--- config.mk ---
export PLATFORM = sky130hd
export DESIGN_NAME = page_nway_subdivide_flat
export DESIGN_NICKNAME = d
export VERILOG_FILES = /design/src/rtl/page_nway_subdivide_if.sv /design/src/rtl/page_nway_subdivide.sv /design/src/flat_wrapper.sv
export SDC_FILE = /design/constraint.sdc
export NUM_CORES = 2
export LEC_CHECK = 0
export CORE_MARGIN = 2
export CORE_UTILIZATION = 55
export DETAILED_ROUTE_END_ITERATION = 6
export GPL_TIMING_DRIVEN = 0
export PLACE_DENSITY_LB_ADDON = 0.08
export SLEW_MARGIN = 20
export SYNTH_ARGS = -nofsm -noshare
export SYNTH_HDL_FRONTEND = slang
export SYNTH_SLANG_ARGS = --single-unit
--- constraint.sdc ---
create_clock -name clk_400 -period 6.5 [get_ports clk_400]
set_clock_uncertainty 0.2 [all_clocks]
set_input_delay 1.625 -clock clk_400 [delete_from_list [all_inputs] [get_ports clk_400]]
set_output_delay 1.625 -clock clk_400 [all_outputs]
set_load 0.01 [all_outputs]
--- src/rtl/page_nway_subdivide_if.sv ---
`default_nettype none
// +----------------------------------------------------------------------------+
// | Module   : page_nway_subdivide_if                                          |
// | Brief    : Leaf-side and sub-page-side bus of page_nway_subdivide.         |
// |            Stats ports exist only when SUBDIV_STATS_EN is defined.         |
// | Revision : 1.0                                                             |
// +----------------------------------------------------------------------------+
interface page_nway_subdivide_if #(
  parameter int NUM_SUB = 4,
  parameter int DATA_W  = 49
);
  logic                      ap_start;
  logic [DATA_W-1:0]         din_leaf_bft2interface;
  logic [DATA_W-1:0]         dout_leaf_interface2bft;
  logic                      resend;
  logic [NUM_SUB*DATA_W-1:0] sub_din;
  logic [NUM_SUB-1:0]        sub_din_rdy;
  logic [NUM_SUB*DATA_W-1:0] sub_dout;
  logic [NUM_SUB-1:0]        sub_dout_rdy;
  logic [NUM_SUB-1:0]        sub_ap_start;
  logic                      overflow;
`ifdef SUBDIV_STATS_EN
  logic [15:0]               drop_cnt;
  logic [NUM_SUB*16-1:0]     egress_cnt;
`endif

  modport slave (
    input  ap_start, din_leaf_bft2interface, resend, sub_din_rdy, sub_dout,
    output dout_leaf_interface2bft, sub_din, sub_dout_rdy, sub_ap_start, overflow
`ifdef SUBDIV_STATS_EN
    , output drop_cnt, egress_cnt
`endif
  );

  modport master (
    output ap_start, din_leaf_bft2interface, resend, sub_din_rdy, sub_dout,
    input  dout_leaf_interface2bft, sub_din, sub_dout_rdy, sub_ap_start, overflow
`ifdef SUBDIV_STATS_EN
    , input drop_cnt, egress_cnt
`endif
  );
endinterface
`default_nettype wire

--- src/rtl/page_nway_subdivide.sv ---
`default_nettype none
// +----------------------------------------------------------------------------+
// | Module   : page_nway_subdivide                                             |
// | Brief    : Splits one BFT leaf into NUM_SUB buffered sub-page channels     |
// |            with round-robin egress and resend replay.                      |
// |            Optional counters: define SUBDIV_STATS_EN.                      |
// | Revision : 1.0                                                             |
// +----------------------------------------------------------------------------+
module page_nway_subdivide #(
  parameter int NUM_SUB    = 4,
  parameter int DATA_W     = 49,
  parameter int SEL_LSB    = 43,
  parameter int FIFO_DEPTH = 8
) (
  input  wire logic            clk_400,
  input  wire logic            reset_400,
  page_nway_subdivide_if.slave bus
);
  localparam int SEL_W = $clog2(NUM_SUB);
  localparam int AW    = $clog2(FIFO_DEPTH);
  localparam logic [SEL_W-1:0] c_ptr_rst = SEL_W'(NUM_SUB - 1);
  localparam logic [AW:0]      c_one     = (AW+1)'(1);

  typedef enum logic [1:0] {
    ST_IDLE = 2'd0,
    ST_SEND = 2'd1,
    ST_HOLD = 2'd2
  } state_t;

  logic                w_din_vld;
  logic [SEL_W-1:0]    w_sel;
  logic                w_drop;
  logic [NUM_SUB-1:0]  w_in_push, w_in_pop, w_in_empty, w_in_full;
  logic [NUM_SUB-1:0]  w_eg_push, w_eg_pop, w_eg_empty, w_eg_full;
  logic [DATA_W-1:0]   w_eg_head [NUM_SUB];
  logic                w_advance;
  logic                w_gnt_vld;
  logic [SEL_W-1:0]    w_gnt_idx;

  state_t              r_state;
  logic [DATA_W-1:0]   r_dout;
  logic [SEL_W-1:0]    r_ptr;
  logic [NUM_SUB-1:0]  r_ap;
  logic                r_overflow;

  assign w_din_vld = bus.din_leaf_bft2interface[DATA_W-1];
  assign w_sel     = bus.din_leaf_bft2interface[SEL_LSB +: SEL_W];
  // A valid word that no channel accepted was either mis-addressed or hit a full FIFO.
  assign w_drop    = w_din_vld && (w_in_push == '0);

  assign w_advance = (r_state == ST_IDLE) || !bus.resend;

  for (genvar k = 0; k < NUM_SUB; k++) begin : g_ch
    logic [DATA_W-1:0] r_in_mem [FIFO_DEPTH];
    logic [DATA_W-1:0] r_eg_mem [FIFO_DEPTH];
    logic [AW:0]       r_in_wp, r_in_rp, r_eg_wp, r_eg_rp;
    logic [DATA_W-1:0] w_sub_word;

    assign w_sub_word    = bus.sub_dout[k*DATA_W +: DATA_W];

    assign w_in_empty[k] = (r_in_wp == r_in_rp);
    assign w_in_full[k]  = (r_in_wp == {~r_in_rp[AW], r_in_rp[AW-1:0]});
    assign w_in_push[k]  = w_din_vld && (w_sel == SEL_W'(k)) && !w_in_full[k];
    assign w_in_pop[k]   = !w_in_empty[k] && bus.sub_din_rdy[k];

    assign w_eg_empty[k] = (r_eg_wp == r_eg_rp);
    assign w_eg_full[k]  = (r_eg_wp == {~r_eg_rp[AW], r_eg_rp[AW-1:0]});
    assign w_eg_push[k]  = w_sub_word[DATA_W-1] && !w_eg_full[k];
    assign w_eg_pop[k]   = w_advance && w_gnt_vld && (w_gnt_idx == SEL_W'(k));
    assign w_eg_head[k]  = r_eg_mem[r_eg_rp[AW-1:0]];

    // Stale storage is masked so an empty channel presents an all-zero word.
    assign bus.sub_din[k*DATA_W +: DATA_W] =
      w_in_empty[k] ? '0 : r_in_mem[r_in_rp[AW-1:0]];

    always_ff @(posedge clk_400) begin
      if (w_in_push[k]) r_in_mem[r_in_wp[AW-1:0]] <= bus.din_leaf_bft2interface;
      if (w_eg_push[k]) r_eg_mem[r_eg_wp[AW-1:0]] <= w_sub_word;
    end

    always_ff @(posedge clk_400) begin
      if (!reset_400) begin
        r_in_wp <= '0;
        r_in_rp <= '0;
        r_eg_wp <= '0;
        r_eg_rp <= '0;
      end else begin
        if (w_in_push[k]) r_in_wp <= r_in_wp + c_one;
        if (w_in_pop[k])  r_in_rp <= r_in_rp + c_one;
        if (w_eg_push[k]) r_eg_wp <= r_eg_wp + c_one;
        if (w_eg_pop[k])  r_eg_rp <= r_eg_rp + c_one;
      end
    end

`ifdef SUBDIV_STATS_EN
    logic [15:0] r_eg_cnt;

    always_ff @(posedge clk_400) begin
      if (!reset_400) begin
        r_eg_cnt <= '0;
      end else if (w_eg_pop[k]) begin
        r_eg_cnt <= r_eg_cnt + 16'd1;
      end
    end

    assign bus.egress_cnt[k*16 +: 16] = r_eg_cnt;
`endif
  end

  // Descending scan so the channel closest after r_ptr is written last and wins.
  always_comb begin
    w_gnt_vld = 1'b0;
    w_gnt_idx = '0;
    for (int i = NUM_SUB; i >= 1; i--) begin
      if (!w_eg_empty[(int'(r_ptr) + i) % NUM_SUB]) begin
        w_gnt_vld = 1'b1;
        w_gnt_idx = SEL_W'((int'(r_ptr) + i) % NUM_SUB);
      end
    end
  end

  always_ff @(posedge clk_400) begin
    if (!reset_400) begin
      r_state <= ST_IDLE;
      r_dout  <= '0;
      r_ptr   <= c_ptr_rst;
    end else if (w_advance) begin
      if (w_gnt_vld) begin
        r_state <= ST_SEND;
        r_dout  <= w_eg_head[w_gnt_idx];
        r_ptr   <= w_gnt_idx;
      end else begin
        r_state <= ST_IDLE;
        r_dout  <= '0;
      end
    end else begin
      r_state <= ST_HOLD;
    end
  end

  always_ff @(posedge clk_400) begin
    if (!reset_400) begin
      r_ap       <= '0;
      r_overflow <= 1'b0;
    end else begin
      r_ap <= {NUM_SUB{bus.ap_start}};
      if (w_drop) r_overflow <= 1'b1;
    end
  end

`ifdef SUBDIV_STATS_EN
  logic [15:0] r_drop_cnt;

  always_ff @(posedge clk_400) begin
    if (!reset_400) begin
      r_drop_cnt <= '0;
    end else if (w_drop && (r_drop_cnt != 16'hFFFF)) begin
      r_drop_cnt <= r_drop_cnt + 16'd1;
    end
  end

  assign bus.drop_cnt = r_drop_cnt;
`endif

  assign bus.dout_leaf_interface2bft = r_dout;
  assign bus.sub_dout_rdy            = ~w_eg_full;
  assign bus.sub_ap_start            = r_ap;
  assign bus.overflow                = r_overflow;
endmodule
`default_nettype wire

--- src/flat_wrapper.sv ---
// flat-port wrapper written by rule: the top's interface ports become plain ports
module page_nway_subdivide_flat 
#(
  parameter int NUM_SUB    = 4,
  parameter int DATA_W     = 49,
  parameter int SEL_LSB    = 43,
  parameter int FIFO_DEPTH = 8
)
  (clk_400, reset_400, bus_ap_start, bus_din_leaf_bft2interface, bus_resend, bus_sub_din_rdy, bus_sub_dout, bus_dout_leaf_interface2bft, bus_sub_din, bus_sub_dout_rdy, bus_sub_ap_start, bus_overflow);
  page_nway_subdivide_if #(.NUM_SUB(NUM_SUB), .DATA_W(DATA_W)) bus_i ();
  input  wire logic clk_400;
  input  wire logic reset_400;
  input wire logic [$bits(bus_i.ap_start)-1:0] bus_ap_start;
  input wire logic [$bits(bus_i.din_leaf_bft2interface)-1:0] bus_din_leaf_bft2interface;
  input wire logic [$bits(bus_i.resend)-1:0] bus_resend;
  input wire logic [$bits(bus_i.sub_din_rdy)-1:0] bus_sub_din_rdy;
  input wire logic [$bits(bus_i.sub_dout)-1:0] bus_sub_dout;
  output wire logic [$bits(bus_i.dout_leaf_interface2bft)-1:0] bus_dout_leaf_interface2bft;
  output wire logic [$bits(bus_i.sub_din)-1:0] bus_sub_din;
  output wire logic [$bits(bus_i.sub_dout_rdy)-1:0] bus_sub_dout_rdy;
  output wire logic [$bits(bus_i.sub_ap_start)-1:0] bus_sub_ap_start;
  output wire logic [$bits(bus_i.overflow)-1:0] bus_overflow;
  assign bus_i.ap_start = bus_ap_start;
  assign bus_i.din_leaf_bft2interface = bus_din_leaf_bft2interface;
  assign bus_i.resend = bus_resend;
  assign bus_i.sub_din_rdy = bus_sub_din_rdy;
  assign bus_i.sub_dout = bus_sub_dout;
  assign bus_dout_leaf_interface2bft = bus_i.dout_leaf_interface2bft;
  assign bus_sub_din = bus_i.sub_din;
  assign bus_sub_dout_rdy = bus_i.sub_dout_rdy;
  assign bus_sub_ap_start = bus_i.sub_ap_start;
  assign bus_overflow = bus_i.overflow;
  page_nway_subdivide #(.NUM_SUB(NUM_SUB), .DATA_W(DATA_W), .SEL_LSB(SEL_LSB), .FIFO_DEPTH(FIFO_DEPTH)) u_core (.clk_400(clk_400), .reset_400(reset_400), .bus(bus_i));
endmodule
==> results.env <==
LAYOUT.CELLS.MOST_COMMON='sky130_fd_sc_hd__edfxtp_1'
DETAILEDPLACEMENTHPWL_MM=214.4
STARTING_UTILIZATION_OF_THE_CORE_AREA_PCT=55.37
GRT_PASS1_VIAS=61470
CORE.ROWCOUNT=174
TIGHTEST_SLEW_NS=1.250
WL_PER_CELL_MICRONS=31.41
POST_SYNTH_FA_HA_MAJ_AREA_FRACTION_PCT=0.1606
SYNTH_COMPOUND_AREA_SHARE_PCT=1.271
WIRELENGTH_MM=313.9
LAYOUT_MIN_CYCLE_TIME_NS=6.348
TIMING.CRITICAL_PATH.FROM_TYPE='flop'
AREA_TAKEN_BY_MULTI_INPUT_LOGIC_GATES_SQ_UM=26870
CP_DATA_ARRIVAL_TIME_NS=4.52
GRT_PASS1_WL_MM=445.2
SYN_INST=5582
ASYNC_S_R_FF_SHARE_SYNTH_PCT=0
SETUP.WORST_PATH.CLASS='reg -> out'
SYNTH_ENABLE_FLOP_CELLS=3136
DIE_W_MICRONS=480.1
TOTAL_SETUP_BUFFERS_INSERTED_AFTER_CTS=0
MAX_SLEW_MARGIN_PCT=16.68
CP.REQUIRED_NS=4.68
SYNTHXORXNORAREAFRAC_PCT=0.4768
CTS_NUM_SINKS=3279
YS_TYPES=54
SLEW_VIOL_FINAL=0
DRT-MET1-WL_MM=131.0
AREA.SEQUENTIAL_SQ_UM=97030
DIE-AREA_SQ_UM=230500
MAXCLOCKFREQUENCY_MHz=157.5
SYNTH_SIMPLE_GATE_AREA_SHARE_PCT=1.749
FINAL-SETUP-VIOL-COUNT=0
FIN_AREA_SQ_UM=148300
DR_WL_MET3_MM=28.30
REMAINING_DRC_ERRORS=0
SYNTH_TOP_FAMILY_BY_AREA='multiplexers'
SHARE_OF_CELL_AREA_TAKEN_BY_MUXES_AFTER_SYNTHESIS_PCT=17.48
SYNTH.FF_LATCH_COUNT=3279
ANTENNA_FOUND_INITIAL=80
RUN_STATUS='finished, final reports clean'
CTS_BUFFERS=345
LARGEST_NET_DEGREE_AT_THE_START_OF_GLOBAL_ROUTING=38
GLOBAL_ROUTE.USAGE.TOTAL_PCT=27.34
DRT_ITER0_MARKERS=7423
DETAILROUTE.WIRELENGTH.MET2_MM=144.9
COREAREA_SQ_UM=225100
OVERFLOW=0
CTS-HTREE-LEVELS=5
WORST_SETUP_PATH_END_KIND='output port'
CP_NUM_BUF_INV=4
TRITONCTS='yes'
DIE_HEIGHT_MICRONS=480.1
POST-ROUTE-PERIOD-UTIL_PCT=97.67
COUNT_OF_PINS_ON_THE_BLOCK_BOUNDARY=507
TIMING.CRITICAL_PATH.CELLS='clkbuf_1 > clkbuf_1 > buf_1 > mux2i_1 > nor2_1 > clkdlybuf4s50_1'
SYNTHESIS.AREA_PER_INSTANCE_SQ_UM=22.33
CRITICAL-PATH-MAX-STAGE-DELAY_NS=0.82
CRITICAL-PATH-TOP-CELL-BY-COUNT='sky130_fd_sc_hd__clkbuf_1'
HOLD_VIOLATIONS=0
RSZ0062_AT_GRT='no'
INSTANCES_NO_FILL=9992
DPL.CELL_COUNT=9373
CLKLATENCYLATEPIN_NS=0.96
DR.MAX_LAYER_USED='met5'
LAYOUT.CELLS.MOST_COMMON_LIST='sky130_fd_sc_hd__edfxtp_1 (3136), sky130_fd_sc_hd__mux4_2 (784), sky130_fd_sc_hd__clkdlybuf4s50_1 (458)'
POWER.DENSITY_nW_PER_UM2=334.7
FINAL_LAYOUT_SIZE_SUFFIX_GT1_SHARE_PCT=24.67
GP_CONGESTION=0.8125
PATH_MAX_FANOUT=10
CLKSLEWWORSTSETUPHOLDPATHS_NS=0.06
FIN_NETS=6994
VDD_IR_DROP_MAX_mV=0.2794
TOTAL_POWER_CONSUMPTION_OF_THE_ROUTED_DESIGN_uW=49620
POSTLAYOUTCOREUTIL_PCT=65.87
LAYOUT_FILLER_CELL_COUNT=14840
NUMBER_OF_NETS_PRODUCED_BY_SYNTHESIS=5851
PLACE_AREA_SQ_UM=138000
PLACEMENT.IO_BUFFERS=506
TIMING.HOLD.WORST.CLASS='reg -> reg'
AREA_GROWTH_SYN_TO_LAYOUT_PCT=18.95
YOSYS_WARNINGS=0
ANT_NETS=0
SLOWEST_CELL_ON_THE_CRITICAL_PATH='sky130_fd_sc_hd__clkbuf_1'
SYNTH_SEQ_AREA_SHARE_PCT=77.84
CELLLEAKAGEPOWER_uW=0.04585
MAX-CLOCK-PATH-BUFFERS=4
YOSYS_MOST_USED_DFF='sky130_fd_sc_hd__edfxtp_1'
VIA_COUNT=61790
CTSROOTBUFFERMASTER='sky130_fd_sc_hd__clkbuf_16'
DRV.MAX_CAP_VIOLATION_COUNT=0
SYN_AREA_SQ_UM=124700
CRITICAL_PATH.TOP_DELAY_FAMILY='buffers and inverters'
DRT_FIRST_PASS_ITERS=6
DRT-VIAS-PER-INSTANCE=6.184
POST_CTS_HOLD_BUFFER_COUNT=0
timing repair:
action,in CTS,in global routing
pin swaps,0,0
resized for setup,3,5
setup endpoints to repair,11,13
cell usage after synthesis, types with 24 or more instances:
| cell | n | area (sq um) |
|---|---|---|
| sky130_fd_sc_hd__buf_1 | 44 | 165.2 |
| sky130_fd_sc_hd__xnor2_1 | 27 | 236.5 |
| sky130_fd_sc_hd__dfxtp_1 | 143 | 2863 |
| sky130_fd_sc_hd__a221o_1 | 49 | 490.5 |
| sky130_fd_sc_hd__mux2i_1 | 413 | 4134 |
| sky130_fd_sc_hd__nand2_1 | 99 | 371.6 |
| sky130_fd_sc_hd__nor3_1 | 24 | 120.1 |
| sky130_fd_sc_hd__edfxtp_1 | 3136 | 94170 |
| sky130_fd_sc_hd__xor2_1 | 39 | 341.6 |
| sky130_fd_sc_hd__o21ai_0 | 52 | 260.3 |
| sky130_fd_sc_hd__mux4_2 | 784 | 17660 |
| sky130_fd_sc_hd__clkbuf_1 | 198 | 743.2 |
| sky130_fd_sc_hd__nor2_1 | 276 | 1036 |
| sky130_fd_sc_hd__a22o_1 | 48 | 420.4 |
| sky130_fd_sc_hd__a21oi_1 | 31 | 155.2 |
| sky130_fd_sc_hd__buf_2 | 58 | 290.3 |
final timing paths:
kind                                                              from                                endpoint  slack (ns)  cells after the start
worst min-delay path            u_core.bus.dout_leaf_interface2bft[34]  u_core.bus.dout_leaf_interface2bft[34]        0.26                      2
worst max-delay path                                              flop                        bus_sub_din[194]        0.15                      6
worst max register to register               u_core.g_ch[1].r_in_wp[1]          u_core.g_ch[1].r_in_mem[1][42]        2.10                     11
worst min register to register  u_core.bus.dout_leaf_interface2bft[34]  u_core.bus.dout_leaf_interface2bft[34]        0.26                      2
registers in the layout (all words and copies together) (netlist names), named ones only:
| signal | count |
|---|---|
| u_core.bus.dout_leaf_interface2bft | 49 |
| u_core.bus.overflow | 1 |
| u_core.bus.sub_ap_start | 1 |
| u_core.g_ch.r_eg_mem | 1568 |
| u_core.g_ch.r_eg_rp | 16 |
| u_core.g_ch.r_eg_wp | 16 |
| u_core.g_ch.r_in_mem | 1568 |
| u_core.g_ch.r_in_rp | 16 |
| u_core.g_ch.r_in_wp | 16 |
| u_core.r_ptr | 2 |
| u_core.r_state | 2 |
cell families after synthesis:
| family | count (synthesis) |
|---|---|
| flops | 3279 |
| mux | 1197 |
| simple gates | 497 |
| buf+inv | 316 |
| compound gates | 210 |
| xor+xnor | 67 |
| fa+ha+maj | 16 |
per-stage QoR:
| step | hold WS, ns | setup TNS [ns] | worst slack (ns) |
|---|---|---|---|
| 5_1_grt | 0.2746 | 0 | 0.01249 |
| 2_1_floorplan | 0.2592 | -12.84 | -0.1078 |
| 3_3_place_gp | 0.2434 | -9198.73 | -7.447 |
| 3_5_place_dp | 0.2448 | 0 | 0.4637 |
| 6_report | 0.2574 | 0 | 0.1516 |
| 4_1_cts | 0.2586 | 0 | 0.009494 |
area by class of cell:
type                    instances  share of cell area (%)
diodes                         29                 0.04894
inverters                      12                 0.03375
plain buffers                 301                  0.8354
well taps                    2992                   2.525
clock inverters               147                  0.7696
multi-input cells            1987                   18.12
clock buffers                 446                   6.226
flip-flops and latches       3279                   65.44
repair buffers                799                   5.999
where the power goes:
part	internal, uW	total [uW]	switching [uW]
clock network	10700	18400	7730
registers	23600	23800	208
logic	3100	7450	4340
worst min-delay path, delay by kind of cell, from the launching register on:
kind / cells / cell delay [ns]
AND/OR/NAND/NOR: 1 / 0.05
AO/OA/AOI/OAI: 1 / 0.06
flip-flops: 1 / 0.32
per-layer routing:
metal	vias up	global-route usage [%]
met5	-	0
met4	72	8.583
met3	482	6.390
met2	2585	40.66
met1	33000	40.76
li1	25650	-
Power figures use the tool's default switching activity.
